$ cat config.mk
export PLATFORM = sky130hd
export DESIGN_NAME = fetch_stage_flat
export DESIGN_NICKNAME = d
export VERILOG_FILES = /design/src/rtl/fetch_stage_if.sv /design/src/rtl/fetch_stage.sv /design/src/flat_wrapper.sv
export SDC_FILE = /design/constraint.sdc
export NUM_CORES = 1
export LEC_CHECK = 0
export ABC_CLOCK_PERIOD_IN_PS = 2400
export BUFFER_PORTS_ARGS = -buffer_cell sky130_fd_sc_hd__buf_2
export CAP_MARGIN = 20
export CORE_AREA = 5 5 115 117
export DETAILED_ROUTE_END_ITERATION = 8
export DIE_AREA = 0 0 120 122
export PLACE_DENSITY_LB_ADDON = 0.15
export RECOVER_POWER = 25
export SYNTH_ARGS = -nofsm -noshare
export SYNTH_HDL_FRONTEND = slang
export SYNTH_SLANG_ARGS = --single-unit
$ cat constraint.sdc
create_clock -name clock -period 2.4 [get_ports clock]
set_input_delay 0.24 -clock clock [delete_from_list [all_inputs] [get_ports clock]]
set_output_delay 0.24 -clock clock [all_outputs]
set_load 0.05 [all_outputs]
$ cat src/rtl/fetch_stage_if.sv
// Bus between the fetch stage and its surroundings (hazard unit, branch unit,
// instruction memory and the decode stage).
//   stall, redirect, redirect_pc : pipeline control into fetch
//   imem_addr / imem_data        : instruction-memory word address and read data
//   pc                           : current fetch PC
//   ifid_pc/inst/valid           : IF/ID pipeline register contents
//   fetch_count                  : instructions accepted into IF/ID since reset
// slave  = the fetch stage itself
// master = everything around it
interface fetch_stage_if #(
    parameter int ADDR_W = 12
);
    logic              stall;
    logic              redirect;
    logic [31:0]       redirect_pc;
    logic [ADDR_W-1:0] imem_addr;
    logic [31:0]       imem_data;
    logic [31:0]       pc;
    logic [31:0]       ifid_pc;
    logic [31:0]       ifid_inst;
    logic              ifid_valid;
    logic [31:0]       fetch_count;

    modport slave (
        input  stall, redirect, redirect_pc, imem_data,
        output imem_addr, pc, ifid_pc, ifid_inst, ifid_valid, fetch_count
    );

    modport master (
        output stall, redirect, redirect_pc, imem_data,
        input  imem_addr, pc, ifid_pc, ifid_inst, ifid_valid, fetch_count
    );
endinterface

$ cat src/rtl/fetch_stage.sv
// Instruction-fetch stage plus IF/ID pipeline register.
// Holds the word-addressed PC, presents it to instruction memory and latches
// {pc, inst, valid} into IF/ID each edge. Supports stall, redirect and a
// running fetch counter.
// Ports:
//   clock : rising-edge clock
//   reset : synchronous active-low reset
//   bus   : fetch_stage_if.slave (control in, imem, IF/ID and status out)
// Priority per edge: reset > redirect > stall > normal.
module fetch_stage #(
    parameter int          ADDR_W   = 12,
    parameter logic [31:0] RESET_PC = 32'h0000_0000,
    parameter logic [31:0] NOP      = 32'h0000_0000
) (
    input  logic          clock,
    input  logic          reset,
    fetch_stage_if.slave  bus
);
    logic [31:0] pc_q;
    logic [31:0] ifid_pc_q;
    logic [31:0] ifid_inst_q;
    logic        ifid_valid_q;
    logic [31:0] fetch_count_q;

    always_ff @(posedge clock) begin
        if (!reset) begin
            pc_q          <= RESET_PC;
            ifid_pc_q     <= '0;
            ifid_inst_q   <= NOP;
            ifid_valid_q  <= 1'b0;
            fetch_count_q <= '0;
        end else if (bus.redirect) begin
            // The word read this cycle belongs to the wrong path: drop it and
            // insert a bubble. Redirect wins over stall so a taken branch is
            // never lost while the hazard unit holds the front end.
            pc_q         <= bus.redirect_pc;
            ifid_pc_q    <= '0;
            ifid_inst_q  <= NOP;
            ifid_valid_q <= 1'b0;
        end else if (!bus.stall) begin
            pc_q          <= pc_q + 32'd1;
            ifid_pc_q     <= pc_q;
            ifid_inst_q   <= bus.imem_data;
            ifid_valid_q  <= 1'b1;
            fetch_count_q <= fetch_count_q + 32'd1;
        end
        // stall: everything holds, imem_addr is unchanged so the same word is re-read
    end

    // Upper PC bits are ignored; memory aliases every 2^ADDR_W words.
    assign bus.imem_addr   = pc_q[ADDR_W-1:0];
    assign bus.pc          = pc_q;
    assign bus.ifid_pc     = ifid_pc_q;
    assign bus.ifid_inst   = ifid_inst_q;
    assign bus.ifid_valid  = ifid_valid_q;
    assign bus.fetch_count = fetch_count_q;
endmodule

$ cat src/flat_wrapper.sv
// flat-port wrapper written by rule: the top's interface ports become plain ports
module fetch_stage_flat 
#(
    parameter int          ADDR_W   = 12,
    parameter logic [31:0] RESET_PC = 32'h0000_0000,
    parameter logic [31:0] NOP      = 32'h0000_0000
)
  (clock, reset, bus_stall, bus_redirect, bus_redirect_pc, bus_imem_data, bus_imem_addr, bus_pc, bus_ifid_pc, bus_ifid_inst, bus_ifid_valid, bus_fetch_count);
  fetch_stage_if #(.ADDR_W(ADDR_W)) bus_i ();
  input  logic clock;
  input  logic reset;
  input wire logic [$bits(bus_i.stall)-1:0] bus_stall;
  input wire logic [$bits(bus_i.redirect)-1:0] bus_redirect;
  input wire logic [$bits(bus_i.redirect_pc)-1:0] bus_redirect_pc;
  input wire logic [$bits(bus_i.imem_data)-1:0] bus_imem_data;
  output wire logic [$bits(bus_i.imem_addr)-1:0] bus_imem_addr;
  output wire logic [$bits(bus_i.pc)-1:0] bus_pc;
  output wire logic [$bits(bus_i.ifid_pc)-1:0] bus_ifid_pc;
  output wire logic [$bits(bus_i.ifid_inst)-1:0] bus_ifid_inst;
  output wire logic [$bits(bus_i.ifid_valid)-1:0] bus_ifid_valid;
  output wire logic [$bits(bus_i.fetch_count)-1:0] bus_fetch_count;
  assign bus_i.stall = bus_stall;
  assign bus_i.redirect = bus_redirect;
  assign bus_i.redirect_pc = bus_redirect_pc;
  assign bus_i.imem_data = bus_imem_data;
  assign bus_imem_addr = bus_i.imem_addr;
  assign bus_pc = bus_i.pc;
  assign bus_ifid_pc = bus_i.ifid_pc;
  assign bus_ifid_inst = bus_i.ifid_inst;
  assign bus_ifid_valid = bus_i.ifid_valid;
  assign bus_fetch_count = bus_i.fetch_count;
  fetch_stage #(.ADDR_W(ADDR_W), .RESET_PC(RESET_PC), .NOP(NOP)) u_core (.clock(clock), .reset(reset), .bus(bus_i));
endmodule
==> results of run 1 <==
==> cell usage in the layout (no fill, tap or decap), types with 18 or more instances in the layout <==
cell type	instances
buf_2	206
dfxtp_1	129
nor2_1	86
mux2i_1	65
nand2_1	38
o21ai_0	35
a21oi_1	34
or4_1	27
nand3_1	25
o31ai_1	23
nand4_1	19
buf_4	18
==> critical path: cells and delay by family, from the launching register on <==
kind | cells | cell delay, ps
AND/OR/NAND/NOR | 3 | 1480
AO/OA/AOI/OAI | 1 | 190
flip-flops | 1 | 450
==> logic make-up (layout without fill, tap and decap cells) <==
family                     after synthesis  after routing  synth area share, %
and+or+nand+nor                        261            261                 23.5
DFF                                    129            129                 44.1
AOI/OAI and AO/OA                      121            121                 12.7
buffers and inverters                   71            271                 5.36
muxes                                   65             65                 11.1
xor gates and xnor gates                19             19                 2.84
adders and majority gates                2              2                0.427
==> through the flow <==
step                utilization, %  instance area (µm²)
global route                  61.8                 7580
global placement              56.9                 6970
floorplan                        -                 5850
CTS                           61.9                 7590
detailed placement            56.9                 6970
finish                        61.8                 7580
==> registers in the layout (all words and copies together) (netlist names) <==
name,cells
u_core.bus.pc,32
u_core.bus.ifid_pc,32
u_core.bus.fetch_count,32
u_core.bus.ifid_valid,1
u_core.bus.ifid_inst,32
==> area by class of cell <==
cell class	instances	area, µm²
fill	1087	4680
clock inverter	11	160
inverter	12	45.0
clock buffer	21	460
multi-input combinational	468	2960
timing repair buffer	227	1190
tap	150	188
sequential	129	2580
==> power by group <==
part	switching (mW)	leakage (nW)	internal [mW]
registers	0.0777	1.05	2.21
clock network	0.927	0.303	1.78
logic	0.519	2.02	0.213
==> synth_stat cells (all sizes together) <==
cell type    n  area (µm²)
a21o         1        7.51
a21oi       34         170
a311oi       4        35.0
a31oi        9        56.3
a32oi        5        43.8
and2         4        25.0
and3         5        31.3
and4         6        52.6
and4bb       1        12.5
buf         25         141
clkbuf      34         128
clkinv       1        3.75
dfxtp      129        2580
ha           2        25.0
inv         11        41.3
mux2i       65         651
nand2       38         143
nand2b       4        25.0
nand3       25         125
nand3b       2        15.0
nand4       21         144
nand4b       1        8.76
nand4bb      1        11.3
nor2        86         323
nor2b        2        12.5
nor3         6        30.0
nor3b        4        30.0
nor4         8        50.1
nor4b        2        17.5
o211a        1        10.0
o211ai       4        30.0
o21a         2        15.0
o21ai       35         175
o311ai       1        8.76
o31a         1        8.76
o31ai       23         173
o41ai        1        8.76
or3         17         106
or3b         1        8.76
or4         27         203
xnor2       11        96.3
xor2         8        70.1
==> routing by layer <==
layer / track usage (%) / routed length, µm / up-vias
met4: 9.16 / 341 / 2
met1: 26.6 / 7070 / 2707
met3: 7.20 / 1200 / 29
met5: 0 / 7 / -
li1: - / - / 2792
met2: 39.1 / 8350 / 195
==> final timing paths <==
| path | startpoint | end | slack, ps | cells past startpoint |
|---|---|---|---|---|
| setup reg to reg | u_core.bus.pc[11]$_SDFFE_PN0P_ | u_core.bus.pc[19]$_SDFFE_PN0P_ | 200 | 4 |
| setup / recovery | u_core.bus.pc[11]$_SDFFE_PN0P_ | u_core.bus.pc[19]$_SDFFE_PN0P_ | 200 | 4 |
| hold reg to reg | u_core.bus.ifid_valid$_SDFFE_PP0N_ | u_core.bus.ifid_valid$_SDFFE_PP0N_ | 450 | 2 |
| hold / removal | bus_imem_data[7] | u_core.bus.ifid_inst[7]$_SDFFE_PP0N_ | 50 | 3 |
==> run summary, run 1 <==
Initial DRC Count -> 293
DRC -> 0
setup TNS -> 0 ps
TritonCTS Sinks -> 129
die height -> 122 µm
Final min period -> 2200 ps
initial core utilization -> 47.7%
CP startpoint kind -> flop
CTS Buffer Depth -> 2
Root Driver -> clkbuf_16
vias in the first global route -> 5,480
slowest CP cell -> or4_1
Syn Area/Cell -> 8.76 µm²
outcome -> completed
max cap viols -> 0
vias -> 5,725
Die ar. -> 14,600 µm²
Tcrit/Tclk final -> 91.7%
setup ws final -> 199 ps
CTS clk-pin slew, worst paths -> 50 ps
class of the tightest hold or removal check -> primary input to flop
CP Capture Type -> flop
RSZ-0062 raised after global routing -> false
sequential share of the synthesized area -> 44.1%
dpl cells -> 986
most used cell, CP -> or4_1
antenna-violating nets left -> 0
hold buffers post-CTS -> 0
critical path data arrival time -> 2530 ps
fin cells -> 1,018
vias per inst -> 5.62
Mapped Area -> 5850 µm²
maximum clock rate -> 454 MHz
YS warnings -> 0
Cell Rows -> 41
Critical Path Fanout Max -> 16
# IOs -> 209
First-pass DRT Iterations -> 5
Hold Fails Final Rpt -> 0
final worst clock skew -> 5.09 ps
initial antenna violation count -> 1
Slew Viols, Final -> 0
Synth Instances -> 668
WS Path Type -> flop to flop
Post-CTS Setup Bufs -> 0
Pleak -> 3.37 nW
antenna cell count -> 0
total track usage -> 22.8%
hpwl dp -> 12,000 µm
H-tree depth -> 4
CP max stage delay -> 770 ps
share of layout cells above drive strength 1 -> 30.0%
largest net degree at the start of global routing -> 58
pre-CTS setup slack -> 246 ps
Post-Syn Nets -> 738
wire per inst -> 16.7 µm
clk_lat worst skew -> 420 ps
Core ar. -> 12,300 µm²
TritonCTS buffer count -> 17
Rel. slew slack -> 10.5%
final wirelength -> 17,000 µm
Seq cells post-synth -> 129
global route overflow -> 0
Hold WS -> 49.4 ps
final-stage net count -> 925
Power Density -> 756 nW/µm²
CTS tree -> yes
Synth-to-Final Area Change -> 29.5%
Pwr Total -> 5.73 mW
first-pass GRT wire length -> 26,800 µm
Cell variety after synth -> 45
number of buffers added on ports -> 208
CP cell instances -> nand2_1 -> or4_1 -> or4_1 -> a31oi_1
Setup Viol. Count Final -> 0
post-CTS sizing -> 0
RePlAce Congestion -> 0.885
Worst Max-Slew Pin Slew -> 1340 ps
Die W -> 120 µm
critical path required time -> 2730 ps
maximum vdd ir drop -> 467 µV
No activity file was read; power rests on OpenSTA's default activity.
==> run 2, diff against run 1 <==
--- a/config.mk
+++ b/config.mk
@@ -8,9 +8,9 @@
 export ABC_CLOCK_PERIOD_IN_PS = 2400
 export BUFFER_PORTS_ARGS = -buffer_cell sky130_fd_sc_hd__buf_2
 export CAP_MARGIN = 20
-export CORE_AREA = 5 5 115 117
+export CORE_AREA = 5 5 127 129
 export DETAILED_ROUTE_END_ITERATION = 8
-export DIE_AREA = 0 0 120 122
+export DIE_AREA = 0 0 132 134
 export PLACE_DENSITY_LB_ADDON = 0.15
 export RECOVER_POWER = 25
 export SYNTH_ARGS = -nofsm -noshare
==> run summary, run 2 (same netlist as run 1, synthesis figures left out) <==
first-pass GRT wire length -> 28,400 µm
post-CTS sizing -> 0
largest net degree at the start of global routing -> 41
wire per inst -> 16.6 µm
most common cell after layout, fill and taps aside -> buf_2
RePlAce Congestion -> 0.862
critical path data arrival time -> 2560 ps
initial antenna violation count -> 4
Critical Path Fanout Max -> 26
total track usage -> 19.3%
Hold Fails Final Rpt -> 0
Worst Max-Slew Pin Slew -> 1720 ps
most used cell, CP -> or3_1
commonest non-fill, non-tap cells in the layout -> buf_2 (168), dfxtp_1 (129), nor2_1 (86)
antenna-violating nets left -> 0
CP cell instances -> buf_4 -> clkbuf_1 -> nand3b_1 -> or3_1 -> or3_1 -> a31oi_1
Slew Viols, Final -> 27
global route overflow -> 0
die height -> 134 µm
Initial DRC Count -> 344
hpwl dp -> 12,900 µm
# IOs -> 209
final-stage net count -> 929
Rel. slew slack -> -14.5%
slowest CP cell -> clkbuf_1
Setup Viol. Count Final -> 0
final worst clock skew -> 9.37 ps
outcome -> finished, violations left
CP delay by family, top -> simple AND/OR/NAND/NOR gates
hold buffers post-CTS -> 0
setup TNS -> 0 ps
WS Path Type -> primary input to flop
DRC -> 0
Hold WS -> 48.1 ps
Tcrit/Tclk final -> 92.5%
CP Capture Type -> flop
Final Util -> 51.3%
CTS Buffer Depth -> 2
Die ar. -> 17,700 µm²
max cap viols -> 1
CP max stage delay -> 680 ps
CTS tree -> yes
critical path required time -> 2740 ps
maximum vdd ir drop -> 505 µV
antenna cell count -> 0
final wirelength -> 17,500 µm
CP Depth -> 6
hold depth -> 3
Power Density -> 776 nW/µm²
vias per inst -> 5.36
vias in the first global route -> 5,616
R2R cell count -> 4
maximum clock rate -> 451 MHz
Cell Rows -> 45
RSZ-0062 raised after global routing -> false
Final min period -> 2220 ps
Die W -> 132 µm
initial core utilization -> 39.2%
CP startpoint kind -> primary input
H-tree depth -> 4
Synth-to-Final Area Change -> 30.9%
CP Buf/Inv Count -> 2
CTS clk-pin slew, worst paths -> 60 ps
fillers -> 1,426
Post-CTS Setup Bufs -> 0
share of layout cells above drive strength 1 -> 25.7%
Pwr Total -> 5.95 mW
Core ar. -> 14,900 µm²
TritonCTS Sinks -> 129
clk_lat worst skew -> 420 ps
Root Driver -> clkbuf_16
First-pass DRT Iterations -> 4
Pleak -> 3.25 nW
class of the tightest hold or removal check -> primary input to flop
failing checks -> capacitance limit, slew limit
number of buffers added on ports -> 208
vias -> 5,681
TritonCTS buffer count -> 17
run 2: cell types whose count changed in the layout (fill, tap and decap cells not counted), sizes merged:
cell,change
bufinv,+1
clkinv,-2
buf,-36
clkinvlp,-1
clkbuf,+41
run 2: metal layers:
metal / part of all wire, % / global-route usage, % / up-vias
li1: - / - / 2796
met1: 43 / 23.1 / 2677
met2: 49 / 32.7 / 165
met3: 6.2 / 6.15 / 35
met4: 1.6 / 6.51 / 8
met5: 0.26 / 0 / -
run 2: cell type report:
class                      instances  area [µm²]  area share, %
timing repair buffer             231        1170           15.3
clock buffer                      22         494           6.45
multi-input combinational        468        2960           38.6
inverter                          12        45.0          0.588
clock inverter                     9         176           2.30
tap                              188         235           3.07
sequential                       129        2580           33.7
run 2: worst reg2reg max path, delay by kind of cell (launching register included):
family / cells / cell delay (ps)
AND/OR/NAND/NOR: 3 / 1480
AO/OA/AOI/OAI: 1 / 180
flip-flops: 1 / 450
run 2: final timing paths:
| path | start | endpoint | slack, ps |
|---|---|---|---|
| hold / removal | bus_imem_data[25] | u_core.bus.ifid_inst[25]$_SDFFE_PP0N_ | 50 |
| hold reg to reg | u_core.bus.ifid_valid$_SDFFE_PP0N_ | u_core.bus.ifid_valid$_SDFFE_PP0N_ | 450 |
| setup / recovery | bus_stall | u_core.bus.pc[12]$_SDFFE_PN0P_ | 180 |
| setup reg to reg | u_core.bus.pc[10]$_SDFFE_PN0P_ | u_core.bus.pc[21]$_SDFFE_PN0P_ | 220 |
run 2: per-stage QoR:
stage	instance area, µm²	instances	setup slack [ps]
floorplan	5850	668	80.4
CTS	7730	1059	208
detailed placement	7060	1028	204
finish	7660	1059	181
global route	7660	1059	23.7
global placement	7060	1028	272
run 2: power by group:
part	switching, mW	total, mW	internal [mW]	leakage [nW]
sequential	0.0809	2.29	2.21	1.05
combinational	0.516	0.729	0.214	1.87
clock	0.949	2.92	1.97	0.328
